File: src/rtl/btb_update_ctrl_pkg.sv
// Shared types for the BTB update controller: FSM encoding, queued update record
// and the default BTB size.
package btb_update_ctrl_pkg;

  localparam int unsigned BTB_BLOCKSIZE = 4;

  typedef enum logic [1:0] {
    IDLE  = 2'd0,
    PROBE = 2'd1,
    WRITE = 2'd2,
    FLUSH = 2'd3
  } state_t;

  typedef struct packed {
    logic [31:0] pc;
    logic [31:0] target;
    logic        taken;
  } upd_rec_t;

endpackage

File: src/rtl/btb_upd_fifo.sv
// Small synchronous FIFO holding resolved-branch updates; clear drops every entry.
module btb_upd_fifo
  import btb_update_ctrl_pkg::*;
#(
  parameter int unsigned QDEPTH = 2
) (
  input  logic     clk,
  input  logic     rst,
  input  logic     push,
  input  logic     pop,
  input  logic     clear,
  input  upd_rec_t din,
  output upd_rec_t head,
  output logic     full,
  output logic     empty
);

  localparam int unsigned PW = (QDEPTH > 1) ? $clog2(QDEPTH) : 1;

  upd_rec_t      mem [QDEPTH];
  logic [PW-1:0] wr_ptr;
  logic [PW-1:0] rd_ptr;
  logic [PW:0]   count;
  logic          do_push;
  logic          do_pop;

  assign do_push = push && !full;
  assign do_pop  = pop && !empty;
  assign full    = (count == (PW+1)'(QDEPTH));
  assign empty   = (count == '0);
  assign head    = mem[rd_ptr];

  function automatic logic [PW-1:0] ptr_inc(input logic [PW-1:0] p);
    return (p == PW'(QDEPTH - 1)) ? '0 : p + 1'b1;
  endfunction

  always_ff @(posedge clk) begin
    if (do_push) mem[wr_ptr] <= din;
  end

  always_ff @(posedge clk or posedge rst) begin
    if (rst) begin
      wr_ptr <= '0;
      rd_ptr <= '0;
      count  <= '0;
    end else if (clear) begin
      wr_ptr <= '0;
      rd_ptr <= '0;
      count  <= '0;
    end else begin
      if (do_push) wr_ptr <= ptr_inc(wr_ptr);
      if (do_pop)  rd_ptr <= ptr_inc(rd_ptr);
      count <= count + (PW+1)'(do_push) - (PW+1)'(do_pop);
    end
  end

endmodule

File: src/rtl/btb_update_ctrl.sv
// Sequences BTB writes: queued branch updates (probe, then allocate/rewrite/invalidate/drop)
// and the one-entry-per-cycle invalidate walk on flush.
module btb_update_ctrl
  import btb_update_ctrl_pkg::*;
#(
  parameter int unsigned BLOCKSIZE = BTB_BLOCKSIZE,
  parameter int unsigned IDXW      = 2,
  parameter int unsigned QDEPTH    = 2
) (
  input  logic            clk,
  input  logic            rst,
  input  logic            upd_valid,
  output logic            upd_ready,
  input  logic [31:0]     upd_pc,
  input  logic [31:0]     upd_target,
  input  logic            upd_taken,
  input  logic            flush_req,
  output logic            flush_done,
  output logic            busy,
  output logic [31:0]     probe_pc,
  input  logic            probe_hit,
  input  logic [IDXW-1:0] probe_idx,
  output logic            wr_en,
  output logic [IDXW-1:0] wr_idx,
  output logic [31:0]     wr_pc,
  output logic [31:0]     wr_target,
  output logic            wr_valid
);

  state_t          state;
  logic            flush_pend;
  logic [IDXW-1:0] alloc_ptr;
  logic [IDXW-1:0] walk_idx;
  upd_rec_t        din;
  upd_rec_t        head;
  logic            full;
  logic            empty;
  logic            push;
  logic            pop;
  logic            clear;

  assign upd_ready = !full && !flush_pend && (state != FLUSH);
  assign push      = upd_valid && upd_ready;
  assign pop       = (state == WRITE) || ((state == PROBE) && !head.taken && !probe_hit);
  assign clear     = (state == IDLE) && flush_pend;
  assign din       = '{pc: upd_pc, target: upd_target, taken: upd_taken};
  assign probe_pc  = (state == PROBE) ? head.pc : '0;
  assign busy      = (state != IDLE) || !empty;

  btb_upd_fifo #(.QDEPTH(QDEPTH)) u_fifo (
    .clk   (clk),
    .rst   (rst),
    .push  (push),
    .pop   (pop),
    .clear (clear),
    .din   (din),
    .head  (head),
    .full  (full),
    .empty (empty)
  );

  // Write-port outputs are loaded on the edge entering WRITE/FLUSH so they are
  // valid for exactly the cycles spent in those states.
  always_ff @(posedge clk or posedge rst) begin
    if (rst) begin
      state      <= IDLE;
      flush_pend <= 1'b0;
      alloc_ptr  <= '0;
      walk_idx   <= '0;
      wr_en      <= 1'b0;
      wr_idx     <= '0;
      wr_pc      <= '0;
      wr_target  <= '0;
      wr_valid   <= 1'b0;
      flush_done <= 1'b0;
    end else begin
      wr_en      <= 1'b0;
      wr_idx     <= '0;
      wr_pc      <= '0;
      wr_target  <= '0;
      wr_valid   <= 1'b0;
      flush_done <= 1'b0;
      if (flush_req && (state != FLUSH)) flush_pend <= 1'b1;

      case (state)
        IDLE: begin
          if (flush_pend) begin
            state    <= FLUSH;
            walk_idx <= '0;
            wr_en    <= 1'b1;
          end else if (!empty || push) begin
            state <= PROBE;
          end
        end
        PROBE: begin
          if (head.taken || probe_hit) begin
            state     <= WRITE;
            wr_en     <= 1'b1;
            wr_pc     <= head.pc;
            wr_target <= head.target;
            wr_valid  <= head.taken;
            if (probe_hit) begin
              wr_idx <= probe_idx;
            end else begin
              wr_idx    <= alloc_ptr;
              alloc_ptr <= (alloc_ptr == IDXW'(BLOCKSIZE - 1)) ? '0 : alloc_ptr + 1'b1;
            end
          end else begin
            state <= IDLE;
          end
        end
        WRITE: state <= IDLE;
        FLUSH: begin
          if (walk_idx == IDXW'(BLOCKSIZE - 1)) begin
            state      <= IDLE;
            flush_done <= 1'b1;
            alloc_ptr  <= '0;
            flush_pend <= 1'b0;
          end else begin
            walk_idx <= walk_idx + 1'b1;
            wr_en    <= 1'b1;
            wr_idx   <= walk_idx + 1'b1;
          end
        end
        default: state <= IDLE;
      endcase
    end
  end

endmodule

File: config.mk
export PLATFORM = sky130hd
export DESIGN_NAME = btb_update_ctrl
export DESIGN_NICKNAME = d
export VERILOG_FILES = /design/src/rtl/btb_update_ctrl_pkg.sv /design/src/rtl/btb_upd_fifo.sv /design/src/rtl/btb_update_ctrl.sv
export SDC_FILE = /design/constraint.sdc
export NUM_CORES = 1
export LEC_CHECK = 0
export CAP_MARGIN = 20
export CELL_PAD_IN_SITES_DETAIL_PLACEMENT = 0
export CELL_PAD_IN_SITES_GLOBAL_PLACEMENT = 1
export CORE_MARGIN = 2
export CORE_UTILIZATION = 42
export DETAILED_ROUTE_END_ITERATION = 12
export HOLD_SLACK_MARGIN = 0.08
export MAX_ROUTING_LAYER = met4
export PLACE_DENSITY_LB_ADDON = 0.1
export SLEW_MARGIN = 10
export SYNTH_ARGS = -nofsm -noshare
export SYNTH_HDL_FRONTEND = slang
export SYNTH_HIERARCHICAL = 1
export SYNTH_SLANG_ARGS = --single-unit
File: constraint.sdc
create_clock -name clk -period 4 [get_ports clk]
set_input_delay 0.4 -clock clk [delete_from_list [all_inputs] [get_ports clk]]
set_output_delay 0.4 -clock clk [all_outputs]
set_load 0.02 [all_outputs]
==> impl_metrics.ini, run 1 <==
[logic_synthesis]
syn_area_sq_um = 7870
seq_area_frac_synth_pct = 75.0
ys_ff_latch = 210
yosys_warnings = 6
ys.flop_type = edfxtp_1
synth_nets = 536
synthArstFlopShare_pct = 38.1
synth_edf_count = 130
avgSynthCellArea_sq_um = 17.1
syn_inst = 460
synth_cell_types = 40

[sta]
max_freq_ghz = 0.309
slew_headroom_pct = 35.3
drv_slew = 0
period_needed_ns = 3.24
rsz0062_at_grt = no
clock-skew-final_ns = 0.00898
setup-tns-final_ns = 0
worst_pin_slew_ns = 0.971
hold_violations = 0
fin_ws_ns = 0.759
setup_violations = 0
fin_crit_sh_pct = 81.0

[clock_tree]
clkTransAtPathRegs_ns = 0.06
cts_tree = done
clockRootBuffer = clkbuf_16
post-cts-setup-buffers = 0
clock-sinks = 210
postCtsHoldBufs = 0
cts.htree.levels = 1
cts_made_buffers = 23
clock_path_buffers = 3
post_cts_resized = 0
clk_latency_ns = 0.49

[layout]
fin_nets = 715
n_antenna_cell = 0
seq_area_sq_um = 5910
drive_above_1_share_pct = 18.0
synthToLayoutAreaGrowth_pct = 32.8
multiInputGateArea_sq_um = 1710
nFillCells = 1498

[worst_setup_path]
cp_data_required_time_ns = 3.60
critPathMaxFanout = 36
critPathLaunchType = flip-flop
worst_ep_arrival_time_ns = 2.84
cp-end-kind = output port
rrSetupSlack_ns = 1.44
r2r_cells = 11
worstReg2RegStart = u_fifo/rd_ptr
r2r-end = u_fifo/count[1]
path_class = flip-flop to output port

[die]
num_io_pins = 175
rows = 50
die_w_um = 141
die_h_um = 141
core_area_sq_um = 18600
die_area_sq_um = 19900
start_util_pct = 42.4

[detailed_routing]
wirelength_um = 16300
wl_per_cell_um = 18.4
routed_via_density = 4.85
vias = 4313
drt_iter0_markers = 191
drtAntennaViolNets = 0
drc = 0
dr.pass1.iters = 4

[place]
post-dp-hpwl_um = 10300
place_congestion = 0.757
dp_slack_ns = 1.24
io_buffers = 174

[power]
power_density_nw_per_um2 = 615
peakVddDrop_uv = 355
leakagePower_nw = 4.19

[global_routing]
grt_pass1_vias = 4699
grt-ovfl-total = 0
grt_pass1_wl_um = 25400
grt_max_degree = 66
antenna_found_initial = 0
grt.total_usage_pct = 17.0

[outcome]
status = complete, no violations

[worst_hold_path]
hp-class = input pin to async pin

[flow_run]
drv_cap = 0
==> metal layers <==
layer  global-route usage, %  vias up  wire (um)
met5                       -        -          0
met4                    5.37        0        391
met3                    3.94       29        970
met2                    28.1      132       8140
met1                    20.8     2126       6820
li1                        -     2026          -
==> cells by family (layout without fill, tap and decap cells) <==
kind of cell	Yosys count	in the layout	synth area share, %
flip-flops	210	210	75.0
AND/OR/NAND/NOR	126	126	9.84
multiplexers	68	68	9.69
buffers and inverters	36	231	3.35
AO/OA/AOI/OAI	14	14	1.26
adder cells (fa/ha/maj)	4	4	0.636
XOR/XNOR	2	2	0.223
==> worst max-delay path, cell delays in order, from the launching register on <==
cell and delay [ns]:
dfrtp_4 0.71, buf_4 0.52, mux2_2 0.42, and2_1 0.14, clkdlybuf4s50_1 0.53
==> cell usage in the layout, fill, tap and decap left out, drive strengths merged <==
cell type        n
nand2            7
dfrtp           80
nand2b           1
mux2i            2
o21a             1
and2            35
nor3             2
nor2b            2
a22o             3
or2              1
xnor2            1
clkdlybuf4s50  174
mux2            66
inv              7
ha               4
o32ai            1
o21ai            3
nor2             8
clkbuf          38
nand3            1
xor2             1
a21o             1
a211oi           1
buf              7
and3b            1
edfxtp         130
and3            66
a21oi            3
o211ai           1
clkinv           5
or3              1
and4bb           1
==> cell type report <==
class                   count  share of cell area [%]
clock buffers              38                    6.61
flip-flops and latches    210                    56.5
well taps                 234                    2.80
multi-input cells         214                    16.3
clock inverters             3                   0.144
inverters                   9                   0.347
repair buffers            181                    17.3
==> stage by stage <==
stage | util [%] | power (W) | instances | hold WS, ns | cell area [sq um]
after floorplan | - | 0.00384 | 460 | 0.166 | 7870
after global placement | 52.5 | 0.00452 | 848 | 0.500 | 9750
after detailed placement | 52.5 | 0.00454 | 848 | 0.503 | 9750
after CTS | 56.3 | 0.00653 | 889 | 0.150 | 10500
after global routing | 56.3 | 0.00676 | 889 | 0.177 | 10500
final | 56.3 | 0.00643 | 889 | 0.164 | 10500
==> worst max-delay path by stage <==
stage / startpoint / endpoint
finish: u_fifo/rd_ptr / probe_pc[22]
global placement: u_fifo/rd_ptr / probe_pc[24]
floorplan: u_fifo/count[0] / u_fifo/mem[0][0]
global route: state[0] / probe_pc[0]
CTS: u_fifo/rd_ptr / probe_pc[27]
detailed placement: u_fifo/rd_ptr / probe_pc[24]
==> registers in the layout (all words and copies together) (netlist names), 2 cells and up <==
| signal | flops |
|---|---|
| alloc_ptr | 2 |
| state | 2 |
| u_fifo/count | 2 |
| u_fifo/mem | 130 |
| walk_idx | 2 |
| wr_idx | 2 |
| wr_pc | 32 |
| wr_target | 32 |
==> cell usage after synthesis, types with 2 or more instances <==
| cell type | n | area, sq um |
|---|---|---|
| edfxtp_1 | 130 | 3900 |
| inv_1 | 8 | 30.0 |
| and2_1 | 32 | 200 |
| clkbuf_2 | 2 | 10.0 |
| buf_2 | 8 | 40.0 |
| mux2_2 | 66 | 743 |
| and2_4 | 3 | 26.3 |
| buf_6 | 13 | 146 |
| nand2_1 | 7 | 26.3 |
| dfrtp_1 | 80 | 2000 |
| nor2_1 | 8 | 30.0 |
| o21ai_0 | 2 | 10.0 |
| mux2i_1 | 2 | 20.0 |
| ha_1 | 4 | 50.1 |
| nor3_1 | 2 | 10.0 |
| a22o_1 | 3 | 26.3 |
| and3_1 | 65 | 407 |
| a21oi_1 | 2 | 10.0 |
| buf_4 | 2 | 15.0 |
==> report_power, final <==
group	switching [W]	internal [W]	total, W
registers	0.000156	0.00254	0.00270
clock network	0.000785	0.00117	0.00196
logic	0.000888	0.000890	0.00178
total	0.00183	0.00460	0.00643
(Power assumes the default switching activity.)
==> run 2, diff against run 1 <==
==> constraint.sdc (replaced) <==
create_clock -name clk -period 3.3 [get_ports clk]
set_input_delay 0.33 -clock clk [delete_from_list [all_inputs] [get_ports clk]]
set_output_delay 0.33 -clock clk [all_outputs]
set_load 0.02 [all_outputs]
==> run 2 against run 1 <==
Net effect:
- core utilization up 0.36 points
- clock power grew 24%
- global-route usage is 0.14 points higher
- largest power group unchanged
- die area stayed put
- final area increased by 0.65%
- highest routed layer unchanged
==> impl_metrics.ini, run 2 (synthesis results as in run 1) <==
[power]
peakVddDrop_uv = 372
power_w = 0.00788
power_density_nw_per_um2 = 748
leakagePower_nw = 4.22

[worst_setup_path]
cp-end-kind = output port
critPathMaxFanout = 32
cp_data_required_time_ns = 2.97
worstReg2RegStart = u_fifo/count[0]
path_class = flip-flop to output port
critPathLaunchType = flip-flop
worst_ep_arrival_time_ns = 2.47
rrSetupSlack_ns = 0.91
crit_start = u_fifo/rd_ptr

[die]
core_area_sq_um = 18600
die_w_um = 141
die_area_sq_um = 19900
rows = 50
num_io_pins = 175
die_h_um = 141
start_util_pct = 42.4

[detailed_routing]
drc = 0
dr.pass1.iters = 4
drtAntennaViolNets = 0
routed_via_density = 4.86
vias = 4335
wirelength_um = 16300
drt_iter0_markers = 194
wl_per_cell_um = 18.3

[place]
dpl_cell_area_sq_um = 9790
post-dp-hpwl_um = 10300
dp_slack_ns = 0.921
io_buffers = 174
place_congestion = 0.749

[clock_tree]
cts_made_buffers = 23
clockRootBuffer = clkbuf_16
post_cts_resized = 0
postCtsHoldBufs = 0
post-cts-setup-buffers = 0
clkTransAtPathRegs_ns = 0.06
clock_path_buffers = 3
cts_tree = done
cts.htree.levels = 1
clock-sinks = 210
clk_latency_ns = 0.51

[sta]
period_needed_ns = 2.80
setup_violations = 0
slew_headroom_pct = 56.8
max_freq_ghz = 0.357
setup-tns-final_ns = 0
worst_pin_slew_ns = 0.649
fin_crit_sh_pct = 84.9
rsz0062_at_grt = no
fin_ws_ns = 0.499
hold_violations = 0
drv_slew = 0
clock-skew-final_ns = 0.0157

[layout]
reg_top3 = u_fifo/mem: 130 flops, wr_pc: 32 flops, wr_target: 32 flops
fin_nets = 716
regMostFlops = u_fifo/mem
mostFrequentLayoutCells = clkdlybuf4s50_1, edfxtp_1, dfrtp_1
final_common_cell = clkdlybuf4s50_1
finalInstanceArea_sq_um = 10500
multiInputGateArea_sq_um = 1710
largest_reg_flops = 130
seq_area_sq_um = 5910
final_util_pct = 56.7
nFillCells = 1483
synthToLayoutAreaGrowth_pct = 33.7
drive_above_1_share_pct = 18.6

[worst_hold_path]
hp-class = input pin to async pin

[global_routing]
use_met3_pct = 3.74
grt.total_usage_pct = 17.1
grt_max_degree = 66
grt_use_met1_pct = 22.3
grt_pass1_wl_um = 25600
met2_usage_pct = 27.6
grt_pass1_vias = 4761
grt-ovfl-total = 0
antenna_found_initial = 1
top_usage_layer = met2

[outcome]
status = complete, no violations

[flow_run]
drv_cap = 0
==> run 2: cell type report <==
cell class | instances | share of cell area (%)
flip-flops and latches | 210 | 56.1
repair buffers | 182 | 17.5
multi-input cells | 214 | 16.2
clock buffers | 32 | 6.17
well taps | 234 | 2.78
clock inverters | 10 | 0.832
inverters | 9 | 0.368
diodes | 1 | 0.0238
==> run 2: critical path: stages (launching register included) <==
cell and delay (ns):
dfrtp_4 0.47, buf_4 0.42, mux2_2 0.40, and2_1 0.14
clkdlybuf4s50_1 0.53
==> run 2: report_power, final <==
part	internal, W	total [W]	switching, W
Combinational	0.00108	0.00220	0.00112
Clock	0.00146	0.00244	0.000979
Sequential	0.00308	0.00323	0.000152
Total	0.00563	0.00788	0.00225
==> run 2: layer usage <==
| layer | share of wire [%] | wire, um | vias to the layer above |
|---|---|---|---|
| li1 | - | - | 2038 |
| met1 | 44 | 7230 | 2143 |
| met2 | 48 | 7870 | 135 |
| met3 | 6.1 | 999 | 19 |
| met4 | 1.5 | 240 | 0 |
| met5 | 0 | 0 | - |
==> run 2: metrics by stage <==
stage               hold slack [ns]  std cells
floorplan                    0.0961        460
global placement              0.494        849
detailed placement            0.492        849
CTS                          0.0818        891
global route                 0.0900        892
finish                       0.0880        892
==> run 2: final timing paths <==
check,depth (start not counted),endpoint
max,4,probe_pc[29]
min,2,u_fifo/count[1]
max reg2reg,8,u_fifo/mem[0][3]
min reg2reg,1,walk_idx[1]
max in group asynchronous,3,wr_target[1]
min in group clk,1,u_fifo/mem[0][35]
==> run 3, diff against run 2 <==
--- a/config.mk
+++ b/config.mk
@@ -9,7 +9,7 @@
 export CELL_PAD_IN_SITES_DETAIL_PLACEMENT = 0
 export CELL_PAD_IN_SITES_GLOBAL_PLACEMENT = 1
 export CORE_MARGIN = 2
-export CORE_UTILIZATION = 42
+export CORE_UTILIZATION = 38
 export DETAILED_ROUTE_END_ITERATION = 12
 export HOLD_SLACK_MARGIN = 0.08
 export MAX_ROUTING_LAYER = met4
==> constraint.sdc (replaced) <==
create_clock -name clk -period 2.5 [get_ports clk]
set_input_delay 0.25 -clock clk [delete_from_list [all_inputs] [get_ports clk]]
set_output_delay 0.25 -clock clk [all_outputs]
set_load 0.02 [all_outputs]
==> run 3 against run 2 <==
Net effect:
- routed wire length rose by 5.0%
- via count rose by 2.1%
- worst hold slack improved by 0.25 ns
- critical path type unchanged
- largest power group unchanged
- non-clock buffer count rose by 13
- sequential share of layout area fell by 1.5 points
- register-to-register slack got worse by 0.56 ns
- setup slack got worse by 0.46 ns
- cell count rose by 5.3%
==> impl_metrics.ini, run 3 (synthesis results as in run 1) <==
[outcome]
status = complete, no violations

[layout]
largest_reg_flops = 130
reg_top3 = u_fifo/mem: 130 flops, wr_pc: 32 flops, wr_target: 32 flops
final_common_cell = clkdlybuf4s50_1
fin_nets = 729
mostFrequentLayoutCells = clkdlybuf4s50_1, edfxtp_1, dfrtp_1
n_antenna_cell = 0
drive_above_1_share_pct = 20.8
synthToLayoutAreaGrowth_pct = 37.5
final_util_pct = 53.3
regMostFlops = u_fifo/mem

[worst_setup_path]
worst_ep_arrival_time_ns = 2.22
cp_top_family = buffers and inverters
critPathMaxFanout = 33
path_class = flip-flop to output port
cp_data_required_time_ns = 2.25
critPathLaunchType = flip-flop
cp_slowest_cell = clkdlybuf4s50_1
crit_path_max_incr_delay_ns = 0.53
crit_chain = buf_12, mux2_2, and2_1, clkdlybuf4s50_1
crit_buf_inv = 2
cp-end-kind = output port

[global_routing]
grt-ovfl-total = 0
grt_max_degree = 35
grt.total_usage_pct = 16.4
grt_pass1_vias = 4799
grt_pass1_wl_um = 26900
antenna_found_initial = 0

[place]
io_buffers = 174
place_congestion = 0.746
dp_slack_ns = 0.338
post-dp-hpwl_um = 10800

[sta]
rsz0062_at_grt = yes
drv_slew = 0
fin_crit_sh_pct = 98.6
max_freq_ghz = 0.406
slew_headroom_pct = 64.1
worst_pin_slew_ns = 0.534
setup_violations = 0
clock-skew-final_ns = 0.0118
period_needed_ns = 2.47
hold_slack_ns = 0.338
hold_violations = 0
fin_ws_ns = 0.0348

[die]
die_w_um = 148
rows = 52
die_area_sq_um = 21900
die_h_um = 148
num_io_pins = 175
core_area_sq_um = 20300
start_util_pct = 38.8

[clock_tree]
cts_made_buffers = 23
clk_latency_ns = 0.49
clkTransAtPathRegs_ns = 0.06
clock_path_buffers = 3
cts.htree.levels = 1
clockRootBuffer = clkbuf_16
clock-sinks = 210
cts_tree = done

[detailed_routing]
drt_iter0_markers = 122
routed_via_density = 4.72
vias = 4428
dr.pass1.iters = 4
drtAntennaViolNets = 0
drc = 0
wl_per_cell_um = 18.3
wirelength_um = 17200

[power]
power_density_nw_per_um2 = 1000
peakVddDrop_uv = 532
leakagePower_nw = 4.53

[worst_hold_path]
hp-class = input pin to flip-flop

[flow_run]
drv_cap = 0
==> run 3: cell types whose count changed in the layout (fill, tap and decap cells not counted), moves of 3 or more <==
cell	before	now
dlymetal6s2s_1	0	9
clkinv_2	7	2
dlygate4sd2_1	0	15
clkdlybuf4s50_1	174	150
buf_4	5	10
buf_12	3	7
bufinv_16	1	4
==> run 3: stage by stage <==
stage          cell area, sq um  total power [W]  TNS, ns  cells
6_report                  10800           0.0108        0    939
5_1_grt                   10800           0.0114  -0.0826    939
4_1_cts                   10800           0.0110        0    936
3_5_place_dp               9960          0.00737        0    892
3_3_place_gp               9960          0.00735        0    892
2_1_floorplan              7900          0.00617    -1.61    460
==> run 3: path summary, 6_finish.rpt <==
kind / startpoint / endpoint / slack, ns / cells past startpoint
setup / recovery: u_fifo/rd_ptr / probe_pc[30] / 0.03 / 4
hold / removal: upd_pc[22] / u_fifo/mem[0][55] / 0.34 / 1
setup reg to reg: u_fifo/rd_ptr / u_fifo/count[1] / 0.35 / 11
hold reg to reg: walk_idx[1] / walk_idx[1] / 0.51 / 1
max in group asynchronous: rst / state[1] / 1.42 / 4
min in group asynchronous: rst / u_fifo/count[1] / 0.61 / 3
==> run 3: metal layers <==
layer | GRT usage (%) | share of wire [%] | vias to the layer above
li1 | - | - | 2065
met1 | 21.0 | 42 | 2207
met2 | 26.9 | 50 | 131
met3 | 3.40 | 5.8 | 25
met4 | 4.38 | 2.1 | 0
met5 | - | 0 | -
==> run 3: final cells by class <==
| type | count | area, sq um |
|---|---|---|
| Clock buffer | 32 | 629 |
| Multi-Input combinational cell | 214 | 1730 |
| Sequential cell | 210 | 5910 |
| Tap cell | 270 | 338 |
| Fill cell | 1708 | 9470 |
| Timing Repair Buffer | 195 | 2030 |
| Clock inverter | 9 | 158 |
| Inverter | 9 | 38.8 |
==> run 3: repair_timing <==
action / CTS / global route
hold buffers: 1 / 0
hold endpoints to repair: 4 / 0
endpoints found under the setup margin: 32 / 17
buffers inserted: 1 / 3
gates cloned: 1 / 0
gates resized for setup: 18 / 10
==> run 3: power breakdown <==
part,internal [W],switching [W]
Clock,0.00218,0.00130
Sequential,0.00407,0.000193
Combinational,0.00154,0.00155
